File: config.mk
export PLATFORM = sky130hd
export DESIGN_NAME = mac_feeder
export DESIGN_NICKNAME = d
export VERILOG_FILES = /design/src/rtl/bnn_vad_pkg.sv /design/src/rtl/mac_feeder.sv
export SDC_FILE = /design/constraint.sdc
export NUM_CORES = 1
export LEC_CHECK = 0
export ABC_AREA = 1
export CAP_MARGIN = 30
export CORE_ASPECT_RATIO = 2
export CORE_MARGIN = 8
export CORE_UTILIZATION = 55
export DETAILED_ROUTE_END_ITERATION = 6
export PLACE_DENSITY = 0.89
export REMOVE_ABC_BUFFERS = 1
export SLEW_MARGIN = 20
export SYNTH_ARGS = -nofsm -noshare
export SYNTH_HDL_FRONTEND = slang
export SYNTH_SLANG_ARGS = --single-unit
File: constraint.sdc
create_clock -name clk -period 2.4 [get_ports clk]
set_clock_uncertainty 0.1 [all_clocks]
set_input_delay 0.48 -clock clk [delete_from_list [all_inputs] [get_ports clk]]
set_output_delay 0.48 -clock clk [all_outputs]
set_load 0.05 [all_outputs]
File: src/rtl/bnn_vad_pkg.sv
// Shared constants for the BNN VAD datapath: activation geometry and
// the MAC feeder state encoding.
package bnn_vad_pkg;

  localparam int ELEM_W  = 3;
  localparam int N_ELEM  = 36;
  localparam int FRAME_W = ELEM_W * N_ELEM;
  localparam int IDX_W   = $clog2(N_ELEM);

  typedef enum logic [1:0] {
    IDLE      = 2'd0,
    STREAM    = 2'd1,
    WAIT_DONE = 2'd2
  } feed_state_e;

endpackage

File: src/rtl/mac_feeder.sv
// Serialises packed activation frames into the MAC one element per cycle,
// MSB-first, with a one-deep pending buffer for back-to-back frames.
module mac_feeder
  import bnn_vad_pkg::*;
#(
  parameter int DONE_TO = 64,
  parameter int CNT_W   = 16
) (
  input  logic               clk,
  input  logic               rst_n,
  input  logic [FRAME_W-1:0] frame_in,
  input  logic               frame_valid,
  output logic               frame_ready,
  input  logic               pause,
  output logic [ELEM_W-1:0]  mac_in,
  output logic               mac_in_valid,
  output logic               mac_first,
  output logic               mac_last,
  input  logic               mac_done,
  output logic               busy,
  output logic [CNT_W-1:0]   frame_cnt,
  output logic               err
);

  localparam int TMR_W = (DONE_TO > 1) ? $clog2(DONE_TO) : 1;

  feed_state_e        state_q, state_d;
  logic [FRAME_W-1:0] sr_q, sr_d;
  logic [FRAME_W-1:0] pend_q, pend_d;
  logic               pend_full_q, pend_full_d;
  logic [IDX_W-1:0]   idx_q, idx_d;
  logic [TMR_W-1:0]   tmr_q, tmr_d;
  logic [ELEM_W-1:0]  mac_in_q, mac_in_d;
  logic               vld_q, vld_d;
  logic               first_q, first_d;
  logic               last_q, last_d;
  logic               busy_q, busy_d;
  logic [CNT_W-1:0]   cnt_q, cnt_d;
  logic               err_q, err_d;
  logic               load, accept;

  assign frame_ready = !pend_full_q;
  assign accept      = frame_valid && !pend_full_q;

  always_comb begin
    state_d     = state_q;
    sr_d        = sr_q;
    pend_d      = pend_q;
    pend_full_d = pend_full_q;
    idx_d       = idx_q;
    tmr_d       = tmr_q;
    mac_in_d    = mac_in_q;
    vld_d       = 1'b0;
    first_d     = 1'b0;
    last_d      = 1'b0;
    cnt_d       = cnt_q;
    err_d       = err_q;
    load        = 1'b0;

    case (state_q)
      IDLE: load = pend_full_q;
      STREAM: begin
        if (idx_q == IDX_W'(N_ELEM)) begin
          state_d = WAIT_DONE;
          tmr_d   = '0;
        end else if (!pause) begin
          mac_in_d = sr_q[FRAME_W-1 -: ELEM_W];
          sr_d     = sr_q << ELEM_W;
          idx_d    = idx_q + 1'b1;
          vld_d    = 1'b1;
          last_d   = (idx_q == IDX_W'(N_ELEM - 1));
        end
      end
      WAIT_DONE: begin
        // mac_done wins over a timeout landing on the same edge
        if (mac_done) begin
          cnt_d = cnt_q + 1'b1;
          if (pend_full_q) load = 1'b1;
          else             state_d = IDLE;
        end else if (tmr_q == TMR_W'(DONE_TO - 1)) begin
          err_d   = 1'b1;
          state_d = IDLE;
        end else begin
          tmr_d = tmr_q + 1'b1;
        end
      end
      default: state_d = IDLE;
    endcase

    if (load) begin
      mac_in_d    = pend_q[FRAME_W-1 -: ELEM_W];
      sr_d        = pend_q << ELEM_W;
      idx_d       = IDX_W'(1);
      vld_d       = 1'b1;
      first_d     = 1'b1;
      pend_full_d = 1'b0;
      state_d     = STREAM;
    end

    // accept after load so a same-edge refill leaves the buffer full
    if (accept) begin
      pend_d      = frame_in;
      pend_full_d = 1'b1;
    end

    busy_d = (state_d != IDLE);
  end

  always_ff @(posedge clk) begin
    if (!rst_n) begin
      state_q     <= IDLE;
      sr_q        <= '0;
      pend_q      <= '0;
      pend_full_q <= 1'b0;
      idx_q       <= '0;
      tmr_q       <= '0;
      mac_in_q    <= '0;
      vld_q       <= 1'b0;
      first_q     <= 1'b0;
      last_q      <= 1'b0;
      busy_q      <= 1'b0;
      cnt_q       <= '0;
      err_q       <= 1'b0;
    end else begin
      state_q     <= state_d;
      sr_q        <= sr_d;
      pend_q      <= pend_d;
      pend_full_q <= pend_full_d;
      idx_q       <= idx_d;
      tmr_q       <= tmr_d;
      mac_in_q    <= mac_in_d;
      vld_q       <= vld_d;
      first_q     <= first_d;
      last_q      <= last_d;
      busy_q      <= busy_d;
      cnt_q       <= cnt_d;
      err_q       <= err_d;
    end
  end

  assign mac_in       = mac_in_q;
  assign mac_in_valid = vld_q;
  assign mac_first    = first_q;
  assign mac_last     = last_q;
  assign busy         = busy_q;
  assign frame_cnt    = cnt_q;
  assign err          = err_q;

endmodule
==> results of run 1 <==
## Yosys cell counts (all sizes together) (4+ instances only)
master	count	area (um^2)
clkbuf	42	157.7
inv	127	476.7
buf	40	205.2
nor3	4	25.02
nand3	23	115.1
o21ai	206	1035
nand4	6	37.54
nand2	526	1974
a21oi	105	525.5
dfxtp	252	5045
ha	4	50.05
nor2	94	375.4
## sequential cells by signal, indices dropped and copies added, names as in the netlist, 2 cells and up
| register | flops |
|---|---|
| frame_cnt | 16 |
| idx_q | 6 |
| mac_in | 3 |
| pend_q | 108 |
| sr_q | 105 |
| state_q | 2 |
| tmr_q | 6 |
## power breakdown
group | internal [mW] | switching (mW) | total, mW
clock | 1.97 | 1.51 | 3.47
sequential | 4.40 | 0.0926 | 4.50
combinational | 0.454 | 0.726 | 1.18
## kinds of logic (layout without fill, tap and decap cells)
logic type,count (synthesis),count (layout)
AOI/OAI and AO/OA,317,317
buffers and inverters,210,331
and+or+nand+nor,653,654
DFF,252,252
xor gates and xnor gates,4,4
adders and majority gates,4,4
## final timing paths
kind / start / endpoint / slack [ps]
max reg2reg: idx_q[0] / sr_q[83] / 270
min: pend_q[99] / pend_q[99] / 350
max: frame_cnt[2] / frame_cnt[2] / 50
min reg2reg: pend_q[99] / pend_q[99] / 350
## what timing repair did
action | CTS | global route
hold buffers | 0 | 0
hold endpoints to repair | 0 | 0
gates resized for setup | 1 | 0
setup endpoints to repair | 1 | 68
gates cloned | 0 | 1
pin swaps | 0 | 1
buffers inserted | 0 | 0
## metrics by stage
step,utilization (%),setup WS (ps)
final,68.61,54.15
after global routing,68.61,6.723
after CTS,68.58,38.71
after detailed placement,64.66,-56.09
after global placement,64.66,-34.42
after floorplan,-,-4170
## routing by layer
layer / vias up / global-route usage [%] / share of wire (%)
met2: 255 / 38.21 / 52
li1: 4712 / - / -
met3: 75 / 2.593 / 4.2
met5: - / 0 / 0
met1: 4210 / 21.57 / 38
met4: 0 / 12.49 / 5.0
## final cells by class
type / instances / area [um^2]
Tap cell: 216 / 270.3
Timing Repair Buffer: 164 / 1683
Sequential cell: 252 / 5045
Fill cell: 1449 / 5690
Multi-Input combinational cell: 979 / 4247
Clock buffer: 34 / 686.9
Inverter: 128 / 483.0
Clock inverter: 5 / 25.02
==> flow_metrics.tcl, run 1 <==
set metrics [dict create \
    min_period_ps 2346 \
    initial_core_util_pct 55.82 \
    avgSynthCellArea_um2 7.028 \
    grt_use_total_pct 20.66 \
    crit_chain "clkdlybuf4s50_1" \
    netlist_area_mm2 0.01012 \
    critPathLaunchType "flip-flop" \
    syn_inst 1440 \
    synth_mux_area_share_pct 0 \
    cts.reportedPaths.clkPinSlew_ps 70 \
    synth_compound_area_share_pct 16.00 \
    setup-tns-final_ps 0 \
    path_buf_inv 1 \
    h-tree-depth 1 \
    cts_buffer_depth 3 \
    worstPathMaxFanout 5 \
    hold_viol 0 \
    hpwlAfterDp_um 16010 \
    async_reset_ff_share_pct 0 \
    cp.depth 1 \
    clock_sinks 252 \
    power_leakage_nw 5.360 \
    worst_ep_arrival_time_ps 1770 \
    gp_congestion 0.8071 \
    irDropWorstVdd_mv 0.6932 \
    wl_um 24280 \
    synth-edff-count 0 \
    setup-violations-final 0 \
    synth_adder_area_share_pct 0.4946 \
    place_area_mm2 0.01172 \
    crit_family "buffers and inverters" \
    clk_latency_ps 500 \
    worstPathRequired_ps 1820 \
    ys_warn_count 0 \
    final_common_cell "nand2_1" \
    die_h_um 207.8 \
    whs_ps 348.1 \
    grt_pass1_wl_um 40800 \
    fin_crit_sh_pct 97.74 \
    io_pins 138 \
    coreArea_mm2 0.01813 \
    grt_pass1_vias 9171 \
    synth_simple_gate_area_share_pct 24.98 \
    nets 1664 \
    grt_max_degree 141 \
    antenna_found_initial 0 \
    synth_cell_type_count 23 \
    cts_tree "yes" \
    critical_path_class "flip-flop to output port" \
    n_antenna_cell 0 \
    finalPower_mw 9.149 \
    cp-end-kind "output port" \
    antenna_left 0 \
    row_count 70 \
    drc 0 \
    vias 9252 \
    via_per_inst 5.204 \
    dp_cells 1738 \
    power.density_mw_per_mm2 735.5 \
    die_w_um 111.9 \
    worst_pin_slew_ps 664.1 \
    synth_top_family_by_area "simple AND/OR/NAND/NOR gates" \
    status "complete, no violations" \
    drive_above_1_share_pct 4.802 \
    slew_violations 0 \
    stdcell_count 1778 \
    wire_per_inst_um 13.65 \
    io_buffers 137 \
    rsz0062_at_grt "no" \
    crit_path_top_delay_cell "clkdlybuf4s50_1" \
    cp_slowest_stage_delay_ps 840 \
    cts_buffers 22 \
    synth_seq_cells 252 \
    hold_class "flip-flop to flip-flop" \
    overflow 0 \
    maxCapViolCount 0 \
    ys.flop_type "dfxtp_1" \
    synth-xor-area-share_pct 0.3462 \
    fp.dieArea_mm2 0.02326 \
    area_delta_synth_final_pct 22.92 \
    reg2regPathDepth 10 \
    whs_path_depth 2 \
    drt_iter0_drc 529 \
    max_freq_mhz 426.3 \
    final_area_mm2 0.01244 \
    clock-root-buffer "clkbuf_16" \
    max_slew_margin_pct 55.68 \
    final_cell_mix "nand2_1 (526), dfxtp_1 (252), o21ai_0 (205)" \
    yosysSeqAreaShare_pct 49.85 \
    first_pass_iters 5 \
]
No activity file was read; power rests on OpenSTA's default activity.
==> inputs of run 2 (changes only) <==
==> constraint.sdc (replaced) <==
create_clock -name clk -period 2.3 [get_ports clk]
set_clock_uncertainty 0.1 [all_clocks]
set_input_delay 0.46 -clock clk [delete_from_list [all_inputs] [get_ports clk]]
set_output_delay 0.46 -clock clk [all_outputs]
set_load 0.05 [all_outputs]
==> run 2 against run 1 <==
Against the previous run:
- cell count about the same
- clock power increased by 11%
- die area unchanged
- critical path type unchanged
- highest routed layer unchanged
==> flow_metrics.tcl, run 2 (synthesized netlist as in run 1, its figures left out) <==
set metrics [dict create \
    status "complete, no violations" \
    die_w_um 111.9 \
    fin_crit_sh_pct 98.11 \
    largest-register "pend_q" \
    critPathLaunchType "flip-flop" \
    hpwlAfterDp_um 15990 \
    whs_path_depth 2 \
    grt_pass1_vias 9150 \
    holdPathEnd "pend_q[82]" \
    worst_ep_arrival_time_ps 1700 \
    cts_buffers 22 \
    rsz0062_at_grt "no" \
    reg2reg_from "idx_q[0]" \
    overflow 0 \
    max_slew_margin_pct 57.17 \
    via_per_inst 5.187 \
    critical_path_class "flip-flop to output port" \
    vias 9218 \
    switchingPower_mw 2.446 \
    cp_slowest_stage_delay_ps 830 \
    first_pass_iters 5 \
    gp_congestion 0.8323 \
    power_frac_clock_pct 39.3 \
    drc 0 \
    n_antenna_cell 0 \
    reg2regPathDepth 10 \
    dp_cells 1736 \
    whs_ps 349.9 \
    cts_setup_buffers 0 \
    grt_pass1_wl_um 41530 \
    grt_max_degree 134 \
    switching_share_pct 25.06 \
    cts.reportedPaths.clkPinSlew_ps 70 \
    nets 1662 \
    io_buffers 137 \
    stdcell_count 1777 \
    drive_above_1_share_pct 4.805 \
    cts_tree "yes" \
    h-tree-depth 1 \
    initial_core_util_pct 55.82 \
    irDropWorstVdd_mv 0.6465 \
    drt_iter0_drc 553 \
    largest_reg_flops 108 \
    worstPathRequired_ps 1740 \
    clock_sinks 252 \
    coreArea_mm2 0.01813 \
    grt_use_total_pct 20.93 \
    worstPathMaxFanout 2 \
    antenna_left 0 \
    antenna_found_initial 0 \
    die_h_um 207.8 \
    clock-root-buffer "clkbuf_16" \
    slew_violations 0 \
    hold_class "flip-flop to flip-flop" \
    setup-violations-final 0 \
    worst_pin_slew_ps 641.8 \
    min_period_ps 2257 \
    p_seq_share_pct 48.1 \
    final_common_cell "nand2_1" \
    area_delta_synth_final_pct 23.49 \
    maxCapViolCount 0 \
    wl_um 24560 \
    final_cell_mix "nand2_1 (526), dfxtp_1 (252), o21ai_0 (205)" \
    crit_path_top_delay_cell "clkdlybuf4s50_1" \
    crit_chain "clkdlybuf4s50_1" \
    hold_viol 0 \
    regToRegSetupSlack_ps 160 \
    p_comb_share_pct 12.6 \
    power.density_mw_per_mm2 781.3 \
    r2r_end "sr_q[24]" \
    internal_power_mw 7.317 \
    cts_buffer_depth 3 \
    fp.dieArea_mm2 0.02326 \
    wire_per_inst_um 13.82 \
    power_leakage_nw 5.534 \
    cts_hold_buf 0 \
    clk_latency_ps 500 \
    row_count 70 \
    crit_family "buffers and inverters" \
    path_buf_inv 1 \
    cp-end-kind "output port" \
    max_freq_mhz 443.1 \
    io_pins 138 \
    hp-start "pend_q[82]" \
]
==> run 2: cell count changes in the layout (fill, tap and decap cells not counted), sizes merged <==
| cell | before | now |
|---|---|---|
| clkdlybuf4s50 | 135 | 122 |
| clkbuf | 34 | 32 |
| clkinvlp | 0 | 1 |
| dlygate4sd2 | 1 | 7 |
| buf | 28 | 26 |
| bufinv | 0 | 2 |
| dlymetal6s2s | 0 | 7 |
==> run 2: worst max-delay path by stage <==
| stage | end | slack (ps) | depth (start not counted) | startpoint |
|---|---|---|---|---|
| 2_1_floorplan | mac_in[1] | -4250 | 5 | mac_done |
| 6_report | mac_in[2] | 40 | 1 | mac_in[2] |
| 5_1_grt | frame_cnt[11] | 10 | 1 | frame_cnt[11] |
| 3_5_place_dp | sr_q[12] | -130 | 8 | mac_done |
| 4_1_cts | frame_cnt[7] | 2 | 1 | frame_cnt[7] |
| 3_3_place_gp | sr_q[7] | -70 | 8 | mac_done |
==> run 2: power by group through the flow <==
stage	clock (mW)	sequential, mW	combinational [mW]
2_1_floorplan	0	4.80	0.618
3_3_place_gp	0	4.78	1.19
3_5_place_dp	0	4.79	1.22
4_1_cts	3.89	4.69	1.23
5_1_grt	4.07	4.71	1.37
6_report	3.84	4.69	1.23
==> run 2: metrics by stage <==
| step | total power, mW | TNS, ps | worst slack, ps | utilization, % | area [um^2] |
|---|---|---|---|---|---|
| after floorplan | 5.420 | -724990 | -4250 | - | 9757 |
| after global placement | 5.964 | -3148 | -73.50 | 64.64 | 11720 |
| after detailed placement | 6.002 | -6413 | -128.5 | 64.64 | 11720 |
| after CTS | 9.804 | 0 | 1.967 | 68.80 | 12470 |
| after global routing | 10.16 | 0 | 14.36 | 68.93 | 12500 |
| final | 9.764 | 0 | 43.36 | 68.93 | 12500 |
==> run 2: timing repair <==
action,in CTS,in global routing
resized for setup,7,7
gates cloned,0,1
hold endpoints to repair,0,0
pin swaps,0,1
setup endpoints to repair,7,86
==> run 2: layout make-up <==
class                           count  area, um^2
Fill cell                        1427        5633
Sequential cell                   252        5045
Multi-Input combinational cell    979        4247
Timing Repair Buffer              162        1690
Clock buffer                       32       669.4
Inverter                          128       483.0
Tap cell                          216       270.3
Clock inverter                      8       92.59
==> run 2: tightest hold or removal path: stages, from the launching register on <==
cell and delay, ps:
dfxtp_1 300, inv_1 50, a21oi_1 50
==> run 2: layer usage <==
metal	vias up	track usage, %	wire [um]	part of all wire, %
li1	4720	-	-	-
met1	4183	22.10	9428	38
met5	-	0	0	0
met3	83	2.914	998	4.1
met2	232	38.29	12830	52
met4	0	12.45	1304	5.3
